==> src/rtl/al_accel_pkg.sv <==
// Shared types for the accumulator quantization controller.
//   QUANT_LAT_DEF : default pipeline depth of al_accel_quant_unit (enb cycles)
//   cfg_entry_t   : one per-channel table entry (multiplier + right shift)
//   ctrl_state_t  : controller FSM states
package al_accel_pkg;

  localparam int QUANT_LAT_DEF = 3;

  typedef struct packed {
    logic [31:0] muler;
    logic [4:0]  rshift;
  } cfg_entry_t;

  typedef enum logic [1:0] {
    IDLE,
    RUN,
    DRAIN,
    DONE
  } ctrl_state_t;

endpackage

==> src/rtl/al_accel_quant_pack.sv <==
// Byte packer and output register for quantized int8 results.
//   clk, resetn         : clock, async active-low reset
//   clr                 : job start; drops any partial word
//   in_valid/in_data    : one int8 result (only pulsed when the pipeline advances)
//   in_last             : in_data is the final element of the job (forces a flush)
//   out_valid/out_ready : packed word handshake; out_data byte0 = earliest element
//   out_last            : high with the final word of the job
//   pending             : a partial word is being assembled
module al_accel_quant_pack (
  input  logic        clk,
  input  logic        resetn,
  input  logic        clr,
  input  logic        in_valid,
  input  logic [7:0]  in_data,
  input  logic        in_last,
  input  logic        out_ready,
  output logic        out_valid,
  output logic [31:0] out_data,
  output logic        out_last,
  output logic        pending
);

  logic [1:0]  pos;
  logic [31:0] word_q;
  logic [31:0] word_nxt;
  logic        flush;

  // NOTE: every variable written in always_comb gets a default first, so no
  // path leaves it unassigned and no latch is inferred.
  always_comb begin
    word_nxt = word_q;
    word_nxt[{pos, 3'b000} +: 8] = in_data;
  end

  // A word leaves either when its fourth byte lands or when the job's last
  // element arrives; bytes above pos are still zero from the previous clear.
  assign flush   = in_valid & ((pos == 2'd3) | in_last);
  assign pending = (pos != 2'd0);

  // NOTE: sequential state uses non-blocking assignments only, so every
  // register samples pre-edge values regardless of process ordering.
  always_ff @(posedge clk or negedge resetn) begin
    if (!resetn) begin
      pos       <= 2'd0;
      word_q    <= '0;
      out_valid <= 1'b0;
      out_data  <= '0;
      out_last  <= 1'b0;
    end else begin
      if (clr || flush) begin
        pos    <= 2'd0;
        word_q <= '0;
      end else if (in_valid) begin
        pos    <= pos + 2'd1;
        word_q <= word_nxt;
      end

      // in_valid only fires when the upstream pipeline is not stalled, so the
      // output register is either empty or being accepted this cycle.
      if (flush) begin
        out_valid <= 1'b1;
        out_data  <= word_nxt;
        out_last  <= in_last;
      end else if (out_ready) begin
        out_valid <= 1'b0;
      end
    end
  end

endmodule

==> src/rtl/al_accel_quant_ctrl.sv <==
// Sequences 32-bit accumulator results through an external al_accel_quant_unit
// and packs the int8 results four per word onto a valid/ready stream.
//   clk, resetn                    : clock, async active-low reset
//   cfg_we/addr/muler/rshift       : per-channel table write (IDLE only)
//   start, num_ch, len             : job start pulse and job parameters
//   busy, done                     : job status; done pulses once per job
//   acc_valid/acc_ready/acc_data   : input element stream
//   quant_di/muler/rshift/enb/do   : quant unit interface; enb is its clock enable
//   out_valid/out_ready/out_data/out_last : packed output stream
module al_accel_quant_ctrl
  import al_accel_pkg::*;
#(
  parameter int QUANT_LAT = QUANT_LAT_DEF,
  parameter int CH_W      = 4,
  parameter int CNT_W     = 16
) (
  input  logic             clk,
  input  logic             resetn,
  input  logic             cfg_we,
  input  logic [CH_W-1:0]  cfg_addr,
  input  logic [31:0]      cfg_muler,
  input  logic [4:0]       cfg_rshift,
  input  logic             start,
  input  logic [CH_W:0]    num_ch,
  input  logic [CNT_W-1:0] len,
  output logic             busy,
  output logic             done,
  input  logic             acc_valid,
  output logic             acc_ready,
  input  logic [31:0]      acc_data,
  output logic [31:0]      quant_di,
  output logic [31:0]      quant_muler,
  output logic [4:0]       quant_rshift,
  output logic             quant_enb,
  input  logic [7:0]       quant_do,
  output logic             out_valid,
  input  logic             out_ready,
  output logic [31:0]      out_data,
  output logic             out_last
);

  ctrl_state_t     state, state_nxt;
  cfg_entry_t      cfg_tbl [2**CH_W];

  logic [CNT_W-1:0] len_q, issued, rcv_cnt;
  logic [CH_W:0]    num_ch_q;
  logic [CH_W-1:0]  ch;
  logic [QUANT_LAT-1:0] vpipe;
  logic [31:0]      di_q, muler_q;
  logic [4:0]       rshift_q;

  logic stall, hs, start_ok, consume, last_elem, pk_pending;

  // NOTE: the table is plain storage with no reset; software reprograms it.
  always_ff @(posedge clk) begin
    if (cfg_we && state == IDLE) begin
      cfg_tbl[cfg_addr] <= '{muler: cfg_muler, rshift: cfg_rshift};
    end
  end

  assign stall    = out_valid & ~out_ready;
  assign hs       = acc_valid & acc_ready;
  assign start_ok = (state == IDLE) & start;
  assign busy     = (state == RUN) | (state == DRAIN);
  assign done     = (state == DONE);

  // A 1 at the tail of the valid pipe marks quant_do as a real result; it is
  // consumed only on an advancing cycle so a stalled result is seen once.
  assign consume   = quant_enb & vpipe[QUANT_LAT-1];
  assign last_elem = (rcv_cnt == len_q - 1'b1);

  always_comb begin
    state_nxt = state;
    quant_enb = 1'b0;
    acc_ready = 1'b0;
    unique case (state)
      IDLE: begin
        if (start) state_nxt = (len == '0) ? DONE : RUN;
      end
      RUN: begin
        quant_enb = ~stall;
        acc_ready = ~stall & (issued < len_q);
        if (issued == len_q) state_nxt = DRAIN;
      end
      DRAIN: begin
        quant_enb = ~stall;
        if (vpipe == '0 && !pk_pending && !out_valid) state_nxt = DONE;
      end
      DONE: begin
        state_nxt = IDLE;
      end
      default: state_nxt = IDLE;
    endcase
  end

  always_ff @(posedge clk or negedge resetn) begin
    if (!resetn) state <= IDLE;
    else         state <= state_nxt;
  end

  always_ff @(posedge clk or negedge resetn) begin
    if (!resetn) begin
      len_q    <= '0;
      num_ch_q <= '0;
      issued   <= '0;
      ch       <= '0;
      rcv_cnt  <= '0;
      vpipe    <= '0;
    end else if (start_ok) begin
      len_q    <= len;
      num_ch_q <= (num_ch == '0) ? (CH_W+1)'(1) : num_ch;
      issued   <= '0;
      ch       <= '0;
      rcv_cnt  <= '0;
      vpipe    <= '0;
    end else begin
      if (hs) begin
        issued <= issued + 1'b1;
        ch     <= ({1'b0, ch} == num_ch_q - 1'b1) ? '0 : ch + 1'b1;
      end
      if (consume) rcv_cnt <= rcv_cnt + 1'b1;
      if (quant_enb) vpipe <= (vpipe << 1) | QUANT_LAT'(hs);
    end
  end

  // The quant unit samples its inputs on the handshake edge itself, so the
  // accepted element bypasses the hold registers; between handshakes the
  // unit sees the last element again while bubbles flow through.
  always_ff @(posedge clk or negedge resetn) begin
    if (!resetn) begin
      di_q     <= '0;
      muler_q  <= '0;
      rshift_q <= '0;
    end else if (hs) begin
      di_q     <= acc_data;
      muler_q  <= cfg_tbl[ch].muler;
      rshift_q <= cfg_tbl[ch].rshift;
    end
  end

  assign quant_di     = hs ? acc_data           : di_q;
  assign quant_muler  = hs ? cfg_tbl[ch].muler  : muler_q;
  assign quant_rshift = hs ? cfg_tbl[ch].rshift : rshift_q;

  al_accel_quant_pack u_pack (
    .clk       (clk),
    .resetn    (resetn),
    .clr       (start_ok),
    .in_valid  (consume),
    .in_data   (quant_do),
    .in_last   (last_elem),
    .out_ready (out_ready),
    .out_valid (out_valid),
    .out_data  (out_data),
    .out_last  (out_last),
    .pending   (pk_pending)
  );

endmodule

==> config.mk <==
export PLATFORM = sky130hd
export DESIGN_NAME = al_accel_quant_ctrl
export DESIGN_NICKNAME = d
export VERILOG_FILES = /design/src/rtl/al_accel_pkg.sv /design/src/rtl/al_accel_quant_pack.sv /design/src/rtl/al_accel_quant_ctrl.sv
export SDC_FILE = /design/constraint.sdc
export NUM_CORES = 1
export LEC_CHECK = 0
export CAP_MARGIN = 20
export CORE_MARGIN = 2
export CORE_UTILIZATION = 55
export CTS_BUF_LIST = sky130_fd_sc_hd__clkbuf_4 sky130_fd_sc_hd__clkbuf_8
export DETAILED_ROUTE_END_ITERATION = 6
export PLACE_DENSITY = 0.77
export SLEW_MARGIN = 20
export SYNTH_ARGS = -nofsm -noshare
export SYNTH_HDL_FRONTEND = slang
export SYNTH_SLANG_ARGS = --single-unit
==> constraint.sdc <==
create_clock -name clk -period 5.5 [get_ports clk]
set_input_delay 1.65 -clock clk [delete_from_list [all_inputs] [get_ports clk]]
set_output_delay 1.65 -clock clk [all_outputs]
set_load 0.02 [all_outputs]
# Word-level counts from Yosys, hierarchy flattened
# Memories as Yosys holds them, arrays and structs flattened.
# Index checks and enable logic that the tools add are counted.
dict set report classes {
  n_addsub 7
  mul 0
  div 0
  magnitude_cmp 1
  eq_ne 10
  shifts 2
  n_mux 29
  n_bitwise 11
  n_reduce_logical 18
}
# cell count
set op_table {}
lappend op_table {{$mux 32} 4}
lappend op_table {{$mux 16} 4}
lappend op_table {{$add 16x1->16 const B} 2}
lappend op_table {{$bwmux 32} 1}
lappend op_table {{$eq 16x16->1} 2}
lappend op_table {{$shift 8x7->32 const A} 1}
lappend op_table {{$shiftx 8x7->32} 1}
lappend op_table {{$logic_not 16->1} 1}
lappend op_table {{$lt 16x16->1} 1}
lappend op_table {{$sub 16x1->16 const B} 1}
lappend op_table {{$mux 2} 6}
lappend op_table {{$mux 4} 3}
lappend op_table {{$reduce_bool 2->1} 6}
lappend op_table {{$mux 5} 2}
lappend op_table {{$pmux 2 s4} 1}
lappend op_table {{$neg 5->7} 1}
lappend op_table {{$and 1x1->1} 6}
lappend op_table {{$eq 2x2->1 const B} 3}
lappend op_table {{$mux 1} 6}
lappend op_table {{$mux 3} 2}
lappend op_table {{$eq 4x5->1} 1}
lappend op_table {{$logic_not 5->1} 1}
lappend op_table {{$sub 5x1->5 const B} 1}
lappend op_table {{$add 4x1->4 const B} 1}
lappend op_table {{14 further kinds} 20}
dict set report totals {
  register_bits 199
  latch_bits 0
  ram_bits 592
  mem_bits_ro 0
  inputBits 108
  out_inout_bits 107
  wordCells 94
  mem_count 1
}
# name depth width read_ports rd_clocked_by_memory_dff write_ports line_no
set mem_list {}
lappend mem_list {cfg_tbl 16 37 1 0 1 al_accel_quant_ctrl.sv:43} ;# cfg_entry_t cfg_tbl [2**CH_W];

# Longest topological paths before layout
dict set report depth {
  depth_word 9
  ltp_mapped 14
  mapped_depth_nobuf 10
}

# Hierarchy
# A second synthesis with hierarchy kept.
dict set report hier_totals {
  cells_unflattened 1850
  hier_area_um2 31773.0
}
# mod instances cells_per_inst area_each_um2 seq_area_each_um2
set modules_own_cells {}
lappend modules_own_cells {al_accel_quant_ctrl 1 1583 28771.3 21055.2}
lappend modules_own_cells {al_accel_quant_pack 1 267 3001.6 1701.6}

# Least setup slack after synthesis
# No wires, ideal clock.
dict set report synth_timing {
  path_type {input to register}
  start {input port cfg_addr[1]}
  end {memory cfg_tbl[0][0] (netlist name), enable pin}
  setup_time_ns 0.478
  arrival_time_ns 4.626
  required_ns 5.022
  slack_ns 0.396
  cell_stages 2
  path_buffers 0
  cell_sequence {or3_1 nor3_1}
}
# item line_no
set synth_lines {}
lappend synth_lines {{start: declaration} al_accel_quant_ctrl.sv:20} ;# input logic [CH_W-1:0] cfg_addr,
lappend synth_lines {{end: declaration} al_accel_quant_ctrl.sv:43}
# No word-level cell before the write port.

# Final worst setup path
dict set report layout_timing {
  start {input port out_ready}
  end {output port quant_di[11]}
}
dict set report layout_via {
  elab_chain_len 7
}
# item line_no
set layout_lines {}
lappend layout_lines {{start: declaration} al_accel_quant_ctrl.sv:37} ;# input logic out_ready,
lappend layout_lines {{$not 1->1} al_accel_quant_ctrl.sv:61} ;# assign stall = out_valid & ~out_ready;
lappend layout_lines {{$and 1x1->1} al_accel_quant_ctrl.sv:61}
lappend layout_lines {{$not 1->1} al_accel_quant_ctrl.sv:82} ;# acc_ready = ~stall & (issued < len_q);
lappend layout_lines {{$and 1x1->1} al_accel_quant_ctrl.sv:82}
lappend layout_lines {{$mux 1} al_accel_quant_ctrl.sv:76} ;# unique case (state)
lappend layout_lines {{$and 1x1->1} al_accel_quant_ctrl.sv:62} ;# assign hs = acc_valid & acc_ready;
lappend layout_lines {{$mux 32} --}
lappend layout_lines {{end: declaration} al_accel_quant_ctrl.sv:31} ;# output logic [31:0] quant_di,
# No other way between the ends.

==> summary.txt <==
GRT
  • Total gr overflow: 0
  • Met1 Track Usage GR: between 30% and 40%
  • Initial antenna violation count: 7
  • Met3 global-route usage: 5.10%
  • M2 GR Usage: 40.0%
  • Largest net degree at the start of global routing: 96
  • First-pass GRT wire length: 110000 um
  • Total GRT Usage: 24.3%
  • Grt peak-use layer: met2
  • Number of global-route vias before repair: 18500

Floorplanning
  • Die W: 245 um
  • Row Count: 88
  • Die area: 60200 sq um
  • Core area: 57700 sq um
  • Die Y: ~250 um
  • Ports: 215
  • Starting density of the core: between 50% and 60%

STA
  • RSZ-0062 raised after global routing: no
  • Slew @ Worst Pin: slightly above 1 ns
  • Slew Limit Fails: 0
  • Max transition margin: 30.9%
  • Final Cycle Share: 98.1%
  • Final hold vios: 0
  • Final Skew: 0.0434 ns
  • Final setup vio count: 0
  • Tmin final: between 5 and 6 ns
  • Fmax: 185 MHz

Routing
  • DR WL/cell: 23.3 um
  • Via count: 17900
  • Detail Route Antenna Nets: 0
  • 1st-iter DRT viols: 1761
  • DRC viols: 0
  • WL final: 71300 um
  • DR vias/cell: 5.86
  • Drt pass-1 iters: 5

Critical path
  • Worst Setup SP: out_ready
  • CP Max Fanout: 22
  • Worst setup SP type: primary input
  • CP required: between 3 and 4 ns
  • Setup slack, reg-to-reg: 1.58 ns
  • RR Endpoint: u_pack.out_data[1]
  • CP arrival: between 3 and 4 ns
  • Reg2Reg Launch Point: len_q[0]
  • Worst r2r path cells: 11
  • Critical setup path kind: in -> out
  • Crit end category: output port
  • Critical path endpoint: quant_di[11]

CTS
  • Worst skew pair latency: around 0.76 ns
  • Register clock-pin slew on the reported worst setup and hold paths: 0.06 ns
  • Number of buffers created by CTS: 120
  • Clk sinks: 791
  • H-Tree Depth: 3
  • CTS root buf: clkbuf_8
  • Max Root-Sink Buffers: 3
  • CTS tree: done

Power and ir drop
  • Pwr Density: between 400 and 500 nW/um^2
  • Peak supply drop: 0.000316 V
  • Leak pwr: 13.7 nW

Placement
  • Post-detail-place hpwl: 42000 um
  • # placed instances: about 2800
  • Port Buf Inserts: 214
  • RD Place Congestion: ~0.87

Synthesis
  • Post-synthesis cell count: 1886
  • Sequential cell area fraction in the yosys report: 71.0%
  • EDFF count, synth: 592
  • Syn Std Cell Area: 32100 sq um
  • Ys flop type: edfxtp_1
  • Warning count from the yosys run: 0
  • Asr flop ratio synth: between 20% and 30%
  • Synth cell types: 61
  • Seq cells post-synth: just under 800
  • Mean area per synthesized cell: around 17 sq um
  • Mapped Nets: 2025

Min path
  • Hold Path Origin: muler_q[16]
  • HP Class: reg -> reg

Final layout
  • Share of layout cells above drive strength 1: 23.2%
  • Nets: 2326
  • Multi-input logic area: 8800 sq um
  • Fin cells: 3056
  • Share of the core filled with cells: 65.8%
  • FILL cells: 3910
  • Synth-to-Final Area Change: 18.3%
  • Sequential cell area: 22800 sq um

Status
  • Status: finished clean

Run
  • Max-cap viol count: 0
==> report_power, final <==
| group | total [mW] | switching, mW | internal [mW] |
|---|---|---|---|
| clock | 4.87 | 2.27 | 2.60 |
| combinational | 4.33 | 2.38 | 1.95 |
| sequential | 7.18 | 0.317 | 6.86 |
| total | 16.4 | 4.97 | 11.4 |
==> layout by cell type (no fill, tap or decap), types with 14 or more instances in the layout <==
cell type / synthesis / routed
edfxtp_1: 592 / 592
nand2_1: 309 / 308
dfrtp_1: 199 / 195
mux4_2: 185 / 185
clkdlybuf4s50_1: 0 / 144
clkbuf_8: 0 / 133
inv_1: 67 / 67
o21ai_0: 59 / 59
dlygate4sd2_1: 0 / 47
clkbuf_4: 0 / 42
nor2_1: 51 / 38
buf_4: 1 / 34
ha_1: 31 / 31
xnor2_1: 30 / 30
mux2_4: 29 / 29
clkinv_1: 0 / 29
nor3_1: 31 / 26
a21oi_1: 21 / 21
a22o_1: 21 / 21
buf_12: 3 / 21
xor2_1: 20 / 20
nor4_1: 18 / 18
nand3_1: 17 / 17
buf_2: 1 / 17
nand4_1: 14 / 14
==> worst min-delay path by stage <==
stage | endpoint | slack [ns] | cells after the start
after floorplan | u_pack.word_q[0] | 0.47 | 1
after global placement | muler_q[12] | 0.45 | 2
after detailed placement | muler_q[11] | 0.46 | 2
after CTS | muler_q[11] | 0.47 | 2
after global routing | di_q[27] | 0.49 | 2
final | muler_q[16] | 0.47 | 2
==> sequential cells by signal, indices dropped and copies added, names as in the netlist <==
register	cells
issued	16
rcv_cnt	16
len_q	16
u_pack.word_q	32
cfg_tbl	592
rshift_q	5
u_pack.pos	2
di_q	32
state	2
u_pack.out_data	32
u_pack.out_last	1
u_pack.out_valid	1
ch	4
vpipe	3
muler_q	32
num_ch_q	5
==> routing by layer <==
| layer | share of wire, % | wire length (um) |
|---|---|---|
| met5 | 0.097 | 69 |
| met4 | 2.0 | 1450 |
| met3 | 7.3 | 5240 |
| met2 | 50 | 35800 |
| met1 | 40 | 28700 |
==> logic make-up after synthesis <==
kind of cell / share of synthesized area [%]
muxes: 14.6
xor gates and xnor gates: 1.37
buffers and inverters: 2.05
and+or+nand+nor: 6.84
AOI/OAI and AO/OA: 3.01
adders and majority gates: 1.21
DFF: 71.0
==> Yosys cell counts (all sizes together), types with 4 or more instances <==
library cell | n | area (sq um)
or3 | 6 | 42.5
nor4b | 5 | 62.6
o21a | 5 | 37.5
nor2b | 6 | 37.5
nand4 | 14 | 87.6
and3 | 7 | 43.8
a22o | 21 | 184
buf | 20 | 144
nor2 | 51 | 191
nand2 | 309 | 1160
and4 | 5 | 43.8
nand3 | 17 | 85.1
mux4 | 185 | 4170
inv | 67 | 251
edfxtp | 592 | 17800
o31ai | 8 | 60.1
mux2 | 32 | 469
xor2 | 20 | 175
nor4 | 18 | 113
o21ai | 59 | 295
ha | 31 | 388
a211oi | 4 | 30.0
or2 | 4 | 25.0
or4 | 4 | 30.0
a21o | 6 | 45.0
nand2b | 6 | 37.5
clkbuf | 70 | 263
dfrtp | 199 | 4980
xnor2 | 30 | 263
a21oi | 21 | 105
nor3 | 31 | 155
==> worst max-delay path, cell delays in order <==
cell and delay, ns:
clkdlybuf4s50_1 0.46, nand2b_4 0.13, o2111ai_1 0.13, or2_4 0.29
nor2_4 0.21, buf_12 0.14, bufbuf_16 0.30, nand2_1 0.07
nand2_1 0.09, clkdlybuf4s15_2 0.27
==> per-stage QoR <==
stage | setup slack [ns] | cell area (sq um) | setup TNS (ns) | power (mW) | hold slack [ns]
2_1_floorplan | 0.396 | 32100 | 0 | 10.1 | 0.466
3_3_place_gp | -0.119 | 35500 | -6.25 | 11.7 | 0.452
3_5_place_dp | -0.121 | 35500 | -6.13 | 11.8 | 0.461
4_1_cts | 0.00380 | 38000 | 0 | 16.6 | 0.470
5_1_grt | 0.0198 | 37900 | 0 | 17.2 | 0.487
6_report | 0.106 | 37900 | 0 | 16.4 | 0.467
==> final cells by class <==
type | instances | area share [%]
Antenna cell | 2 | 0.0132
Sequential cell | 791 | 60.0
Tap cell | 765 | 2.52
Multi-Input combinational cell | 938 | 23.2
Inverter | 67 | 0.663
Timing Repair Buffer | 269 | 7.13
Clock buffer | 174 | 5.62
Clock inverter | 50 | 0.841
==> repair_timing <==
action                     in CTS  in global routing
gates cloned                    1                  0
hold buffers                    0                  0
buffers inserted                1                  0
setup endpoints to repair      68                 38
gates resized for setup       111                 22
pin swaps                       0                  1
Note: power is estimated with default switching activity, not from simulation.
